--- src/rtl/dmem_pkg.sv ---
// Shared types for the data-memory responder: trace entry, region decode.
// Ports: none (package only).
package dmem_pkg;

    typedef struct packed {
        logic [31:0] addr;
        logic [31:0] data;
    } trace_entry_t;

    localparam logic [31:0] DEF_TOHOST_ADDR = 32'h0000_0FFC;

    typedef enum logic [1:0] {
        REG_RAM,
        REG_TOHOST,
        REG_UNMAPPED
    } region_e;

endpackage

--- src/rtl/trace_fifo.sv ---
// First-word-fall-through FIFO of trace entries with a dropped-push flag.
// Ports: clk, reset, i_push/i_entry, i_pop, o_head, o_full, o_empty, o_drop.
module trace_fifo
    import dmem_pkg::*;
#(
    parameter int DEPTH = 8
) (
    input  logic         clk,
    input  logic         reset,
    input  logic         i_push,
    input  trace_entry_t i_entry,
    input  logic         i_pop,
    output trace_entry_t o_head,
    output logic         o_full,
    output logic         o_empty,
    output logic         o_drop
);

    localparam int AW = $clog2(DEPTH);

    logic [AW:0]  r_wptr;
    logic [AW:0]  r_rptr;
    trace_entry_t r_mem [DEPTH];

    logic w_pop;
    logic w_push;

    assign o_empty = (r_wptr == r_rptr);
    assign o_full  = (r_wptr[AW] != r_rptr[AW]) &&
                     (r_wptr[AW-1:0] == r_rptr[AW-1:0]);

    // A pop in the same cycle frees the head slot, so a push into a full
    // FIFO still fits when it coincides with a pop.
    assign w_pop  = i_pop & ~o_empty;
    assign w_push = i_push & (~o_full | w_pop);
    assign o_drop = i_push & o_full & ~w_pop;

    assign o_head = r_mem[r_rptr[AW-1:0]];

    always_ff @(posedge clk or posedge reset) begin
        if (reset) begin
            r_wptr <= '0;
            r_rptr <= '0;
        end else begin
            if (w_push) r_wptr <= r_wptr + 1'b1;
            if (w_pop)  r_rptr <= r_rptr + 1'b1;
        end
    end

    // Storage is not reset; a store landing together with reset is discarded.
    always_ff @(posedge clk) begin
        if (w_push && !reset) r_mem[r_wptr[AW-1:0]] <= i_entry;
    end

endmodule

--- src/rtl/dmem_responder.sv ---
// Data-bus target: word RAM, tohost completion register, sticky flags, store trace.
// Ports: clk, reset, memwrite/dataadr/writedata -> readdata; trace_* drain port; flags.
module dmem_responder
    import dmem_pkg::*;
#(
    parameter int          RAM_WORDS   = 64,
    parameter int          TRACE_DEPTH = 8,
    parameter logic [31:0] TOHOST_ADDR = DEF_TOHOST_ADDR
) (
    input  logic        clk,
    input  logic        reset,
    input  logic        memwrite,
    input  logic [31:0] dataadr,
    input  logic [31:0] writedata,
    output logic [31:0] readdata,
    output logic        trace_valid,
    input  logic        trace_ready,
    output logic [31:0] trace_addr,
    output logic [31:0] trace_data,
    output logic        trace_overflow,
    output logic        misaligned,
    output logic        done,
    output logic [31:0] done_code
);

    localparam int          IW        = $clog2(RAM_WORDS);
    localparam logic [31:0] RAM_BYTES = 32'(RAM_WORDS * 4);

    logic [31:0]  r_ram [RAM_WORDS];
    logic         r_done;
    logic [31:0]  r_done_code;
    logic         r_misaligned;
    logic         r_overflow;

    region_e      w_region;
    logic [IW-1:0] w_idx;
    logic         w_aligned;
    logic         w_accept;
    logic         w_misal;
    trace_entry_t w_entry;
    trace_entry_t w_head;
    logic         w_full;
    logic         w_empty;
    logic         w_drop;

    always_comb begin
        w_region = REG_UNMAPPED;
        if (dataadr < RAM_BYTES)
            w_region = REG_RAM;
        else if (dataadr == TOHOST_ADDR)
            w_region = REG_TOHOST;
    end

    assign w_idx     = dataadr[IW+1:2];
    assign w_aligned = (dataadr[1:0] == 2'b00);
    assign w_accept  = memwrite & w_aligned;
    assign w_misal   = memwrite & ~w_aligned;
    assign w_entry   = '{addr: dataadr, data: writedata};

    always_comb begin
        readdata = 32'h0;
        unique case (w_region)
            REG_RAM:      readdata = r_ram[w_idx];
            REG_TOHOST:   readdata = r_done_code;
            REG_UNMAPPED: readdata = 32'h0;
            default:      readdata = 32'h0;
        endcase
    end

    always_ff @(posedge clk) begin
        if (w_accept && !reset && w_region == REG_RAM)
            r_ram[w_idx] <= writedata;
    end

    always_ff @(posedge clk or posedge reset) begin
        if (reset) begin
            r_done       <= 1'b0;
            r_done_code  <= 32'h0;
            r_misaligned <= 1'b0;
            r_overflow   <= 1'b0;
        end else begin
            // Only the first tohost store is kept as the completion code.
            if (w_accept && w_region == REG_TOHOST && !r_done) begin
                r_done      <= 1'b1;
                r_done_code <= writedata;
            end
            if (w_misal) r_misaligned <= 1'b1;
            if (w_drop)  r_overflow   <= 1'b1;
        end
    end

    trace_fifo #(
        .DEPTH (TRACE_DEPTH)
    ) u_trace_fifo (
        .clk     (clk),
        .reset   (reset),
        .i_push  (w_accept),
        .i_entry (w_entry),
        .i_pop   (trace_ready),
        .o_head  (w_head),
        .o_full  (w_full),
        .o_empty (w_empty),
        .o_drop  (w_drop)
    );

    // A dropped push can only ever happen against a full FIFO.
    always_ff @(posedge clk) begin
        if (!reset) assert (!w_drop || w_full);
    end

    assign trace_valid    = ~w_empty;
    assign trace_addr     = w_head.addr;
    assign trace_data     = w_head.data;
    assign trace_overflow = r_overflow;
    assign misaligned     = r_misaligned;
    assign done           = r_done;
    assign done_code      = r_done_code;

endmodule
--- config.mk ---
export PLATFORM = sky130hd
export DESIGN_NAME = dmem_responder
export DESIGN_NICKNAME = d
export VERILOG_FILES = /design/src/rtl/dmem_pkg.sv /design/src/rtl/trace_fifo.sv /design/src/rtl/dmem_responder.sv
export SDC_FILE = /design/constraint.sdc
export NUM_CORES = 2
export LEC_CHECK = 0
export CORE_AREA = 4 4 582 584
export CTS_CLUSTER_SIZE = 14
export DETAILED_ROUTE_END_ITERATION = 10
export DIE_AREA = 0 0 586 588
export PLACE_DENSITY = 0.44
export SETUP_SLACK_MARGIN = 0.2
export SYNTH_ARGS = -nofsm -noshare
export SYNTH_HDL_FRONTEND = slang
export SYNTH_SLANG_ARGS = --single-unit
--- constraint.sdc ---
create_clock -name clk -period 7 [get_ports clk]
set_input_delay 1.4 -clock clk [delete_from_list [all_inputs] [get_ports clk]]
set_output_delay 1.4 -clock clk [all_outputs]
set_load 0.03 [all_outputs]
Word-level counts from Yosys, hierarchy flattened
Memory sizes are Yosys's and may differ from the RTL's.
Index checks and enable logic that the tools add are counted.
- register bits after elaboration: 43
- output and inout port bits: 132
- input bits: 68
- memories kept: 2
- logic and storage cells: 44
- memory bits (writable): 2560
- memory list (memory ; words ; width ; read ports ; clocked after Yosys merged registers in ; wr ports ; RTL line ; text):
    r_ram ; 64 ; 32 ; 1 ; 0 ; 1 ; dmem_responder.sv:29 ; logic [31:0] r_ram [RAM_WORDS];
    u_trace_fifo.r_mem ; 8 ; 64 ; 1 ; 0 ; 1 ; trace_fifo.sv:23 ; trace_entry_t r_mem [DEPTH];
- add/sub/neg operators: 2
- reductions and logical operators: 10
- bitwise gates (word level): 11
- equality and inequality tests: 5
- muxes and demuxes: 7
- order comparisons: 1
- operators by type and width (kind ; count):
    case mux 32 bit (2 select lines) ; 1
    equality test 32 x 12 -> 1 bit, second input constant ; 1
    less-than comparator 32 x 9 -> 1 bit, second input constant ; 1
    adder 4 x 1 -> 4 bit, second input constant ; 2
    AND 1 bit ; 6
    logical AND 1 bit ; 6
    equality test 4 bit ; 1
    zero test 2 bit ; 2
    two-way mux 1 bit ; 4
    two-way mux 2 bit ; 2
    NOT 1 bit ; 4
    equality test 3 bit ; 1
    equality test 2 x 1 -> 1 bit, second input constant ; 1
    zero test 1 bit ; 2
    != test 1 bit ; 1
    OR 1 bit ; 1

Longest topological paths before layout
- depth after elaboration: 8
- gate-level depth with buffers: 11
- gate-level depth less buffers: 6

Modules after synthesis
From an unflattened synthesis, not the netlist that was laid out.
- cells, all modules: 5140
- area total of the unflattened synthesis: 99789.5 µm²
- by module, submodules not included (module ; seq. area each (µm²) ; cells an instance ; area an instance (µm²) ; instances):
    dmem_responder ; 62374.8 ; 4338 ; 80068.0 ; 1
    trace_fifo ; 15574.9 ; 802 ; 19721.4 ; 1

Worst setup path before layout
No wires, ideal clock.
- path kind: in2reg
- from: in reset
- to: mem u_trace_fifo.r_mem[1][0] (netlist name), enable pin
- stages on the path: 3
- arrival time: 7.039 ns
- buffers on the path: 0
- setup time: 0.564 ns
- setup slack: -0.603 ns
- required time: 6.436 ns
- cell sequence: inv_1 nand3_1 nor3_1
- cells in the longest elaborated chain, start to end: 4
- ends and longest elaborated chain (what ; RTL line ; text):
    start, declared ; dmem_responder.sv:11 ; input logic reset,
    zero test 1 bit (no line) ; n/a ;
    logical AND 1 bit ; trace_fifo.sv:52 ; if (w_push && !reset) r_mem[r_wptr[AW-1:0]] <= i_entry;
    two-way mux 1 bit ; trace_fifo.sv:52 ;
    two-way mux 1 bit (implied by the code) ; trace_fifo.sv:52 ;
    end, declared ; trace_fifo.sv:23 ;
No other way between the ends.

Worst setup path after layout
- from: in dataadr[3]
- to: out readdata[30]
- cells in the longest elaborated chain, start to end: 5
- elaborated cells on any way between the ends: 8
- those cells by class: order compare: 1; eq/ne: 2; mux: 3; reduce/logical: 1; memory: 1
- ends and longest elaborated chain (what ; RTL line ; text):
    start, declared ; dmem_responder.sv:13 ; input logic [31:0] dataadr,
    branches (longest 4 deep; another with less-than comparator 32 x 9 -> 1 bit) ; n/a ;
    case mux 32 bit (2 select lines) * ; dmem_responder.sv:62 ; unique case (w_region)
    end, declared ; dmem_responder.sv:15 ; output logic [31:0] readdata,
Every way passes the cells marked *.

==> metrics.cfg <==
[status]
status = finished with violations
violations = max-capacitance violations, max-slew violations

[yosys]
synth_warnings = 0
ys_async_sr_fraction = 0.0165
syn_inst = 5070
synth-main-ff-cell = edfxtp_1
ys_seq_elements = 2603
synth_area_leader_cell = edfxtp_1
synth_nets = 5140
synth_area_leaders = edfxtp_1, mux4_2, mux2_2
synth_cell_types = 72
post_synth_instance_area_sq_mm = 0.0997
synth_top_cell_area_share = 0.771
syn_avg_cell_area_sq_um = 19.7
synth_enable_flop_cells = 2560
ys_seq_area_frac = 0.782

[clocking]
htreeDepth = 5
cts_resized = 1
hold_buffers = 0
clkLatencyLatePin_ps = 930
path_clk_slew_ps = 50
cts_root_buf = clkbuf_16
post-cts-setup-buffers = 0
clk_path_buf_depth = 4
cts_tree = done
cts_made_buffers = 298
clock_sinks = 2603

[layout]
fin_nets = 5747
layout_common_cells = edfxtp_1, buf_4, o22ai_1
layout-drive-gt1-share = 0.266
final_common_cell = edfxtp_1
area_delta_synth_final_pct = 20.5
final_util = 0.361

[setup_path]
start_kind = primary input
critPathMaxFanout = 52
criticalPathCategory = in2out
crit_required_ps = 5600
crit_path_end_kind = primary output
arrival_ps = 5300

[drt]
drt_pass1_iterations = 8
drc_errors = 0
post_drt_wl_per_cell_um = 36.7
vias_per_cell = 5.55
vias = 57250
wirelength_um = 378000
antenna_left = 0
drt-initial-drc-count = 8262

[flow_run]
cap_viol_max_count = 1

[die]
rows = 212
fp.dieArea_sq_mm = 0.345
initial_core_util = 0.299
core-area_sq_mm = 0.333
io_pins = 200
die_width_um = 586
die_y_um = 588

[power]
leakagePower_nw = 37.7
power_density_mw_per_mm2 = 307
peakVddDrop_mv = 0.179

[sta]
tightest_slew_ps = 1530
skew_ps = 89.0
max_freq_mhz = 149
timing.hold.ws_ps = 494
period_minus_slack_ps = 6700
timing.final.crit_share = 0.957
worst_slew_margin_rel = -0.0288
postLayoutSetupSlackWorst_ps = 298
final_hold_viol_count = 0
rsz0062_at_grt = no
drv_slew = 2
finalSetupViolCount = 0

[global_routing]
grt_pass1_wl_um = 505000
grt_use_total = 0.213
grt_max_degree = 87
grt_pass1_vias = 55195
grt_overflow = 0
antenna_found_initial = 38

[place]
port_buffers = 199
post-place-ws_ps = 74.4
dpl.hpwl_um = 228000
gp_congestion = 0.862

[hold_path]
hold_class = reg2reg

cells by family (layout without fill, tap and decap cells):
group | Yosys count | count (layout) | synth area share
compound gates | 975 | 975 | 0.0681
xor+xnor | 10 | 10 | 0.000879
fa+ha+maj | 2 | 2 | 0.000251
buf+inv | 338 | 1172 | 0.0174
flops | 2603 | 2603 | 0.782
mux | 756 | 756 | 0.114
other cells | 0 | 20 | 0
simple gates | 386 | 386 | 0.0179
cell usage after synthesis, types with 8 or more instances:
master,count
nand2b_1,9
mux2i_1,191
nor3_1,25
a221o_1,25
mux2_2,291
buf_1,30
nand3_1,15
a221oi_1,37
nor2_1,161
a32o_1,21
o22ai_1,308
clkbuf_1,118
o22a_1,11
buf_6,15
o21ai_0,113
buf_2,113
a222oi_1,13
buf_4,57
a211oi_1,37
nor4_1,19
a2bb2oi_1,17
o31ai_1,10
edfxtp_1,2560
xnor2_1,8
a21oi_1,128
o211ai_1,16
a22oi_1,59
o32ai_1,8
o221ai_1,145
nand2_1,103
mux4_2,271
nor2b_1,9
dfrtp_1,43
routing by layer:
| layer | GRT usage | vias to the layer above | share of wire |
|---|---|---|---|
| met5 | 0.00111 | - | 0.00035 |
| met4 | 0.0748 | 12 | 0.039 |
| met3 | 0.0375 | 608 | 0.088 |
| met2 | 0.324 | 3056 | 0.45 |
| met1 | 0.307 | 31051 | 0.42 |
| li1 | - | 22523 | - |
critical path, cell delays in order:
cell and delay [ps]:
buf_8 180, buf_12 300, nand3_1 560, buf_4 340, o22ai_1 110, a21oi_1 520
o21a_1 330, o211ai_1 140, o31ai_1 880, buf_4 260, buf_12 110
sequential cells by signal, summed over array words and instances (netlist names):
| register | flops |
|---|---|
| u_trace_fifo.r_rptr | 4 |
| u_trace_fifo.r_mem | 512 |
| trace_overflow | 1 |
| done_code | 32 |
| done | 1 |
| u_trace_fifo.r_wptr | 4 |
| r_ram | 2048 |
| misaligned | 1 |
path summary, 6_finish.rpt:
| kind | end | start | slack, ps | depth (start not counted) |
|---|---|---|---|---|
| setup / recovery | readdata[30] | dataadr[3] | 300 | 11 |
| hold / removal | u_trace_fifo.r_wptr[3] | u_trace_fifo.r_wptr[3] | 490 | 1 |
| setup reg to reg | u_trace_fifo.r_mem[7][7] | u_trace_fifo.r_rptr[0] | 3030 | 8 |
| hold reg to reg | u_trace_fifo.r_wptr[3] | u_trace_fifo.r_wptr[3] | 490 | 1 |
| max in group asynchronous | done_code[18] | reset | 4500 | 3 |
| min in group asynchronous | trace_overflow | reset | 1230 | 2 |
report_power, final:
part	switching (mW)	internal, mW
logic	2.74	1.89
registers	0.245	17.2
clock network	6.33	8.50
total	9.32	27.6
stage by stage:
stage / cells / setup TNS (ps) / power (mW) / instance area [sq um]
2_1_floorplan: 5070 / 0 / 20.3 / 99700
3_3_place_gp: 9763 / -243 / 22.5 / 111000
6_report: 10311 / 0 / 36.9 / 120000
3_5_place_dp: 9764 / 0 / 22.5 / 111000
4_1_cts: 10291 / 0 / 37.3 / 120000
5_1_grt: 10292 / 0 / 38.1 / 120000
cell type report:
cell class                      count  area (sq um)
Timing Repair Buffer              640          6800
Antenna cell                       20          50.0
Inverter                            5          27.5
Fill cell                       31045        213000
Clock buffer                      397          8090
Tap cell                         4387          5490
Sequential cell                  2603         78000
Multi-Input combinational cell   2129         20700
Clock inverter                    130          1040
(Power assumes the default switching activity.)
